File: src/rtl/key_pkg.sv
// Shared types and counter widths for the push-button debouncer.
// Pure declarations; no timing or flow control involved.
package key_pkg;

  localparam int DB_W   = 16;
  localparam int HOLD_W = 20;

  typedef enum logic [1:0] {
    ST_IDLE,
    ST_PRESS_WAIT,
    ST_HELD,
    ST_RELEASE_WAIT
  } key_state_t;

endpackage

File: src/rtl/key_debounce_ch.sv
// One push-button channel: 2-flop sync, debounce FSM, hold timer; edge-to-pulse latency 2+DEBOUNCE_CYCLES.
// No backpressure: level, press, release and hold are registered and pulses last exactly one cycle.
module key_debounce_ch
  import key_pkg::*;
#(
  parameter int DEBOUNCE_CYCLES = 2400,
  parameter int HOLD_CYCLES     = 24000,
  parameter int ACTIVE_LOW      = 1
) (
  input  logic clk_in,
  input  logic rst,
  input  logic key_raw,
  output logic key_level,
  output logic key_press,
  output logic key_release,
  output logic key_hold
);

  localparam logic              RAW_IDLE = (ACTIVE_LOW != 0);
  localparam logic [DB_W-1:0]   DB_LAST  = DB_W'(DEBOUNCE_CYCLES - 1);
  localparam logic [HOLD_W-1:0] HOLD_MAX = HOLD_W'(HOLD_CYCLES);
  // Hold counter starts at 0 on entering HELD, so this is one short of the fire point.
  localparam logic [HOLD_W-1:0] HOLD_PRE = HOLD_W'(HOLD_CYCLES - DEBOUNCE_CYCLES - 1);

  logic [1:0]        sync_q;
  logic              s;
  key_state_t        state_q, state_d;
  logic [DB_W-1:0]   db_q, db_d;
  logic [HOLD_W-1:0] hold_q, hold_d;
  logic              press_q, press_d;
  logic              release_q, release_d;
  logic              hold_pulse_q, hold_pulse_d;

  assign s = sync_q[1] ^ RAW_IDLE;

  always_ff @(posedge clk_in) begin
    if (rst) begin
      sync_q       <= {2{RAW_IDLE}};
      state_q      <= ST_IDLE;
      db_q         <= '0;
      hold_q       <= '0;
      press_q      <= 1'b0;
      release_q    <= 1'b0;
      hold_pulse_q <= 1'b0;
    end else begin
      sync_q       <= {sync_q[0], key_raw};
      state_q      <= state_d;
      db_q         <= db_d;
      hold_q       <= hold_d;
      press_q      <= press_d;
      release_q    <= release_d;
      hold_pulse_q <= hold_pulse_d;
    end
  end

  always_comb begin
    state_d      = state_q;
    db_d         = db_q;
    hold_d       = hold_q;
    press_d      = 1'b0;
    release_d    = 1'b0;
    hold_pulse_d = 1'b0;
    case (state_q)
      ST_IDLE: begin
        if (s) begin
          state_d = ST_PRESS_WAIT;
          db_d    = DB_W'(1);
        end
      end
      ST_PRESS_WAIT: begin
        if (!s) begin
          state_d = ST_IDLE;
          db_d    = '0;
        end else if (db_q == DB_LAST) begin
          state_d = ST_HELD;
          db_d    = '0;
          hold_d  = '0;
          press_d = 1'b1;
        end else begin
          db_d = db_q + 1'b1;
        end
      end
      ST_HELD: begin
        if (hold_q != HOLD_MAX) hold_d = hold_q + 1'b1;
        if (hold_q == HOLD_PRE) hold_pulse_d = 1'b1;
        if (!s) begin
          state_d = ST_RELEASE_WAIT;
          db_d    = DB_W'(1);
        end
      end
      ST_RELEASE_WAIT: begin
        // Hold counter is frozen here so a bounce back to HELD cannot re-fire key_hold.
        if (s) begin
          state_d = ST_HELD;
          db_d    = '0;
        end else if (db_q == DB_LAST) begin
          state_d   = ST_IDLE;
          db_d      = '0;
          hold_d    = '0;
          release_d = 1'b1;
        end else begin
          db_d = db_q + 1'b1;
        end
      end
      default: state_d = ST_IDLE;
    endcase
  end

  assign key_level   = (state_q == ST_HELD) || (state_q == ST_RELEASE_WAIT);
  assign key_press   = press_q;
  assign key_release = release_q;
  assign key_hold    = hold_pulse_q;

endmodule

File: src/rtl/key_debounce.sv
// Multi-key debouncer: N_KEYS independent channels; press/release latency 2+DEBOUNCE_CYCLES from the pin edge.
// No backpressure: all outputs are single-cycle pulses or levels, any_press is the OR of key_press.
module key_debounce #(
  parameter int N_KEYS          = 4,
  parameter int DEBOUNCE_CYCLES = 2400,
  parameter int HOLD_CYCLES     = 24000,
  parameter int ACTIVE_LOW      = 1
) (
  input  logic              clk_in,
  input  logic              rst,
  input  logic [N_KEYS-1:0] key_in,
  output logic [N_KEYS-1:0] key_level,
  output logic [N_KEYS-1:0] key_press,
  output logic [N_KEYS-1:0] key_release,
  output logic [N_KEYS-1:0] key_hold,
  output logic              any_press
);

  for (genvar i = 0; i < N_KEYS; i++) begin : g_ch
    key_debounce_ch #(
      .DEBOUNCE_CYCLES(DEBOUNCE_CYCLES),
      .HOLD_CYCLES    (HOLD_CYCLES),
      .ACTIVE_LOW     (ACTIVE_LOW)
    ) u_ch (
      .clk_in     (clk_in),
      .rst        (rst),
      .key_raw    (key_in[i]),
      .key_level  (key_level[i]),
      .key_press  (key_press[i]),
      .key_release(key_release[i]),
      .key_hold   (key_hold[i])
    );
  end

  assign any_press = |key_press;

endmodule

File: config.mk
export PLATFORM = sky130hd
export DESIGN_NAME = key_debounce
export DESIGN_NICKNAME = d
export VERILOG_FILES = /design/src/rtl/key_pkg.sv /design/src/rtl/key_debounce_ch.sv /design/src/rtl/key_debounce.sv
export SDC_FILE = /design/constraint.sdc
export NUM_CORES = 1
export LEC_CHECK = 0
export ABC_AREA = 0
export BUFFER_PORTS_ARGS = -buffer_cell sky130_fd_sc_hd__buf_4
export CAP_MARGIN = 20
export CORE_AREA = 5 5 165 167
export CTS_CLUSTER_SIZE = 40
export DETAILED_ROUTE_END_ITERATION = 10
export DIE_AREA = 0 0 170 172
export GPL_TIMING_DRIVEN = 0
export PLACE_DENSITY = 0.55
export SYNTH_ARGS = -nofsm -noshare
export SYNTH_HDL_FRONTEND = slang
export SYNTH_HIERARCHICAL = 1
export SYNTH_SLANG_ARGS = --single-unit
export TNS_END_PERCENT = 10
File: constraint.sdc
create_clock -name clk_in -period 2.4 [get_ports clk_in]
set_input_delay 0 -clock clk_in [delete_from_list [all_inputs] [get_ports clk_in]]
set_output_delay 0 -clock clk_in [all_outputs]
set_load 0.05 [all_outputs]
* After elaboration in Yosys (flattened, before gate mapping)
Index checks and enable logic that the tools add are counted.
** Operators by class
- $add $sub $neg :: 8
- Equal/unequal tests :: 52
- Muxes and demuxes :: 80
- Bitwise logic cells :: 16
- Reductions and logical operators :: 37
** Operators with widths (count)
- $mux 16 :: 20
- $mux 20 :: 16
- $pmux 16 s4 :: 4
- $pmux 20 s3 :: 4
- $add 20x1->20 const B :: 4
- $eq 20x15->1 const B :: 4
- $ne 20x15->1 const B :: 4
- $add 16x1->16 const B :: 4
- $eq 16x12->1 const B :: 4
- $mux 2 :: 24
- $pmux 2 s4 :: 4
- $reduce_and 4->1 :: 8
- $ne 2x1->1 const B :: 12
- $reduce_or 3->1 :: 8
- $eq 2x2->1 const B :: 8
- $ne 2x2->1 const B :: 8
- $not 1->1 :: 16
- $ne 3x1->1 const B :: 4
- $ne 3x3->1 const B :: 4
- $reduce_bool 3->1 :: 4
- $eq 2x1->1 const B :: 4
- $logic_not 2->1 :: 4
- $mux 1 :: 8
- $reduce_and 2->1 :: 4
- other kinds (3) :: 9
** Storage, ports and cells
- Bits in registers :: 172
- Input bits :: 6
- Logic and storage cells :: 221

* Depth between registers and ports, before layout
- Depth in word-level cells :: 4
- Mapped depth :: 11
- Mapped depth without buffers :: 7

* Hierarchy
Netlist, hierarchy kept.
** Modules (own cells, without submodules)
- key_debounce_ch at g_ch[1].u_ch ... :: times used 2, cells an instance 274, area an instance 2227.1 um^2
- key_debounce_ch at g_ch[3].u_ch :: times used 1, cells an instance 256, area an instance 2182.1 um^2
- key_debounce_ch at g_ch[0].u_ch :: times used 1, cells an instance 238, area an instance 2098.3 um^2
- key_debounce :: times used 1, cells an instance 1, area an instance 7.5 um^2

* Worst setup path before layout
Ideal clock, no wire load.
- Path kind :: register to register
- From :: register g_ch[1].u_ch.db_q[9]
- To :: register g_ch[1].u_ch.hold_q[10]
- Setup time :: 0.132 ns
- Arrival time :: 1.999 ns
- Setup slack :: 0.268 ns
- Stages on the path, launching flop included :: 8
- Path buffers :: 2
- Path through :: dfxtp_1 or4b_4 nor4_4 o221ai_2 buf_2 clkbuf_1 o21ai_1 a21oi_1
** Between the ends
- Longest elaborated chain between the ends :: 4
- Elaborated cells between the ends (all ways) :: 5
** Ends and longest elaborated chain
- from (decl) :: line key_debounce_ch.sv:28 : logic [DB_W-1:0] db_q, db_d;
- from (signal assigned) :: line key_debounce_ch.sv:40 : db_q <= '0;
- from (signal assigned) :: line key_debounce_ch.sv:48 : db_q <= db_d;
- $eq 16x12->1 * :: line key_debounce_ch.sv:74, key_debounce_ch.sv:96
- $mux 20 *
- $mux 20, on equally long branches
- $pmux 20 s3 *
- to (signal assigned) :: line key_debounce_ch.sv:49 : hold_q <= hold_d;
- to (decl) :: line key_debounce_ch.sv:29 : logic [HOLD_W-1:0] hold_q, hold_d;
Mark *: on every way between the ends. The rest lies on a longest branch, timed or not. The select of a mux whose other input is x is not followed.
A chain may end at the register's enable or synchronous reset.

* Worst setup path in the final report
- From :: register g_ch[2].u_ch.db_q[9]
- To :: register g_ch[2].u_ch.hold_q[14]
** Between the ends
- Longest elaborated chain between the ends :: 4
- Elaborated cells between the ends (all ways) :: 5
** Ends and longest elaborated chain (line)
- from (decl) :: key_debounce_ch.sv:28
- from (signal assigned) :: key_debounce_ch.sv:40
- from (signal assigned) :: key_debounce_ch.sv:48
- $eq 16x12->1 * :: key_debounce_ch.sv:74, key_debounce_ch.sv:96
- $mux 20 *
- $mux 20, on equally long branches
- $pmux 20 s3 *
- to (signal assigned) :: key_debounce_ch.sv:49
- to (decl) :: key_debounce_ch.sv:29
Marks and branches as above.

==> impl_metrics.csv <==
group,metric,value,unit
yosys,netlist_instances,1043,
worst_setup_path,critPathBufInv,1,
power_and_ir_drop,leakage,3.25,nW
cts,clockBufferDepth,2,
die,dieArea,0.0292,mm^2
yosys,synth_top_area_cell,"dfxtp_1",
worst_setup_path,r2r_end,"g_ch[2].u_ch/hold_q[14]",
timing,min_period_over_period,0.954,
grt,grtUsageTotal,0.147,
timing,hold_slack,303,ps
yosys,synth_cell_types,75,
yosys,synthTopCellsByArea,"dfxtp_1, a21oi_1, nor2_1",
drt,wl_per_cell,14.6,um
timing,skew,11.2,ps
cells_and_area,syn2layout_area_growth,16.0,%
worst_setup_path,path_cells,"or4b_4 -> nor4_4 -> o221ai_2 -> buf_4 -> or3_1 -> a21oi_1",
die,initial_core_util,0.341,
drt,vias_per_cell,5.44,
yosys,synth_nets,1061,
grt,grt_overflow,0,
timing,setup_viol,0,
cts,cts_buffers,17,
power_and_ir_drop,power_density,592,mW/mm^2
placed_design,port_buffers,22,
worst_setup_path,crit_path_start_kind,"register",
cts,clk_pin_slew_worst_paths,70,ps
placed_design,gp_congestion,0.817,
placed_design,dp_hpwl,14500,um
yosys,ys_ff_latch,172,
timing,final_max_slew_viol_count,0,
cells_and_area,antenna_cells,0,
worst_setup_path,cp-end-kind,"register",
worst_setup_path,cpPeakStageDelay,610,ps
timing,max_slew_margin,0.418,
worst_setup_path,reg2reg_slack,110,ps
cts,htree_levels,4,
die,die_height,172,um
drt,routed_wl,21100,um
cells_and_area,final_util,0.396,
cts,clock_latency,430,ps
power_and_ir_drop,peakVddDrop,373,uV
drt,drc,0,
drt,drt_iter0_markers,498,
yosys,synth_edf_count,0,
worst_setup_path,rr_worst_depth,6,
timing,fin_crit,2290,ps
yosys,ys_seq_area_frac,0.394,
timing,hold_violations,0,
hold_path,min_to,"g_ch[1].u_ch/sync_q[0]",
drt,drtPass1Iterations,5,
worst_setup_path,critPathRequiredTime,2760,ps
worst_setup_path,cpMaxStageDelayCell,"or4b_4",
hold_path,hold_path.startpoint,"key_in[1]",
yosys,async_flop_share,0,
grt,grt_pass1_vias,7344,
hold_path,min_path_cells,3,
die,rows,59,
yosys,synth_area,0.00874,mm^2
yosys,synth.avg_cell_area,8.38,um^2
timing,grt_setup_unrepaired,"true",
drt,vias,7866,
timing,fin_setup_tns,0,ps
timing,worst_pin_slew,867,ps
cts,cts-root-buf,"clkbuf_16",
die,core,0.0256,mm^2
worst_setup_path,worstSetupPathType,"register to register",
run_status,status,"completed",
cts,cts.sinks,172,
cells_and_area,instances_no_fill,1446,
timing,clock.fmax,437,MHz
grt,antenna_found_initial,0,
cts,cts_tree,"done",
power_and_ir_drop,power,6.01,mW
cells_and_area,fill_cells,2575,
job,maxCapViolCount,0,
worst_setup_path,arrival,2640,ps
die,pin_count,23,
yosys,ys_warn_count,6,
die,die_w,170,um
hold_path,hold_path_class,"primary input to register",
yosys,synthDominantCellAreaShare,0.394,
drt,detail-route-antenna-nets,0,
grt,grt_pass1_wl,36100,um
yosys,synth_ff_type,"dfxtp_1",
worst_setup_path,crit_path_max_fanout,10,
placed_design,placed_cells,1400,
cells_and_area,fin_nets,1116,
grt,grt_max_degree,17,
worst_setup_path,crit_family,"simple AND/OR/NAND/NOR gates",
worst_setup_path,worstReg2RegStart,"g_ch[2].u_ch/db_q[9]",
cells_and_area,drive_above_1_share,0.118,
[cell type report]
| class | count | area [um^2] | area share |
|---|---|---|---|
| plain buffers | 58 | 297 | 0.0292 |
| clock buffers | 22 | 464 | 0.0458 |
| clock inverters | 10 | 164 | 0.0162 |
| inverters | 24 | 90.1 | 0.00888 |
| multi-input cells | 789 | 4980 | 0.491 |
| flip-flops and latches | 172 | 3440 | 0.340 |
| well taps | 335 | 419 | 0.0413 |
| repair buffers | 36 | 280 | 0.0276 |
[per-stage QoR]
| step | area (um^2) | worst slack [ps] |
|---|---|---|
| 2_1_floorplan | 8740 | 268 |
| 3_3_place_gp | 9330 | -93.7 |
| 3_5_place_dp | 9330 | -97.5 |
| 4_1_cts | 10000 | 6.11 |
| 5_1_grt | 10100 | -18.9 |
| 6_report | 10100 | 110 |
[layer usage]
metal	routed length (um)	vias up	GRT usage
met5	0	-	0
met4	340	0	0.0465
met3	569	20	0.0235
met2	9670	118	0.240
met1	10600	3699	0.200
li1	-	4029	-
[synth_stat cells (9+ instances only)]
| library cell | instances |
|---|---|
| xor2_1 | 32 |
| dfxtp_1 | 172 |
| a311oi_1 | 26 |
| nand2b_1 | 14 |
| clkbuf_1 | 38 |
| or3_1 | 30 |
| buf_2 | 9 |
| nor3_1 | 39 |
| o21ai_0 | 24 |
| and3_1 | 16 |
| ha_1 | 12 |
| nor4_1 | 16 |
| a21oi_1 | 80 |
| nand2_1 | 87 |
| o21ai_1 | 20 |
| nand4_1 | 42 |
| xnor2_1 | 9 |
| and4_1 | 9 |
| a31oi_1 | 23 |
| a211oi_1 | 17 |
| inv_1 | 24 |
| or2_2 | 9 |
| nand3_1 | 63 |
| nor2_1 | 89 |
[worst min-delay path, cell delays in order]
cell and delay [ps]:
dlygate4sd3_1 520, buf_4 90, or2_2 80
[power by group]
| part | internal (mW) | switching (mW) |
|---|---|---|
| combinational | 0.0545 | 0.107 |
| clock | 1.80 | 1.16 |
| sequential | 2.87 | 0.0116 |
| total | 4.72 | 1.28 |
[cells in the final DEF, fill, tap and decap left out, types with 5 or more instances in the layout]
cell / synthesis / final
and3_1: 16 / 16
or2_2: 9 / 9
a211oi_1: 17 / 17
and2_1: 6 / 6
nor2_1: 89 / 87
or4_1: 8 / 8
and4b_1: 5 / 5
xor2_1: 32 / 32
a31oi_1: 23 / 23
nor3b_1: 6 / 6
nand2_1: 87 / 87
inv_1: 24 / 24
nor3_1: 39 / 38
a21oi_1: 80 / 79
buf_4: 2 / 34
buf_2: 9 / 9
o21ai_0: 24 / 22
nor4_1: 16 / 12
nand3_1: 63 / 63
clkbuf_16: 0 / 17
mux2i_1: 5 / 5
dlygate4sd3_1: 0 / 5
nand2b_1: 14 / 14
nor4b_1: 8 / 8
nand4_1: 42 / 42
buf_6: 6 / 6
and4_1: 9 / 9
a21o_1: 7 / 7
o21ai_1: 20 / 22
dfxtp_1: 172 / 172
a311oi_1: 26 / 26
nor4_4: 4 / 5
or3_1: 30 / 30
ha_1: 12 / 11
xnor2_1: 9 / 9
clkbuf_1: 38 / 35
nor2b_1: 6 / 6
[state kept, by name (all words and copies together) (netlist names), named ones only]
name and flops:
g_ch.u_ch/db_q 64, g_ch.u_ch/key_release 4, g_ch.u_ch/key_press 4, g_ch.u_ch/key_hold 4, g_ch.u_ch/hold_q 80, g_ch.u_ch/state_q 4
g_ch.u_ch/sync_q 8
[worst max-delay path by stage]
stage                               start                       to  slack [ps]  cells after the start
floorplan            g_ch[1].u_ch/db_q[9]  g_ch[1].u_ch/hold_q[10]         270                      7
global placement     g_ch[1].u_ch/db_q[0]   g_ch[1].u_ch/hold_q[1]         -90                      8
detailed placement   g_ch[2].u_ch/db_q[9]  g_ch[2].u_ch/hold_q[14]        -100                      6
CTS                 g_ch[2].u_ch/db_q[13]  g_ch[2].u_ch/hold_q[14]           6                      6
global route         g_ch[2].u_ch/db_q[9]     g_ch[2].u_ch/db_q[9]         -20                      6
finish               g_ch[2].u_ch/db_q[9]  g_ch[2].u_ch/hold_q[14]         110                      6
[cells by family (layout without fill, tap and decap cells)]
group,after synthesis,after routing,share of synthesized area
AO/OA/AOI/OAI,238,238,0.175
AND/OR/NAND/NOR,489,489,0.317
multiplexers,7,7,0.00830
buffers and inverters,82,150,0.0426
flip-flops,172,172,0.394
adder cells (fa/ha/maj),12,12,0.0172
XOR/XNOR,43,43,0.0461
[repair_timing]
item                                    CTS  global route
gates cloned                              0             0
pin swaps                                 2             6
setup buffers                             2             6
gates resized for setup                   6            22
hold buffers                              5             0
endpoints found under the hold margin     6             0
endpoints found under the setup margin   23            64
Power figures use the tool's default switching activity.
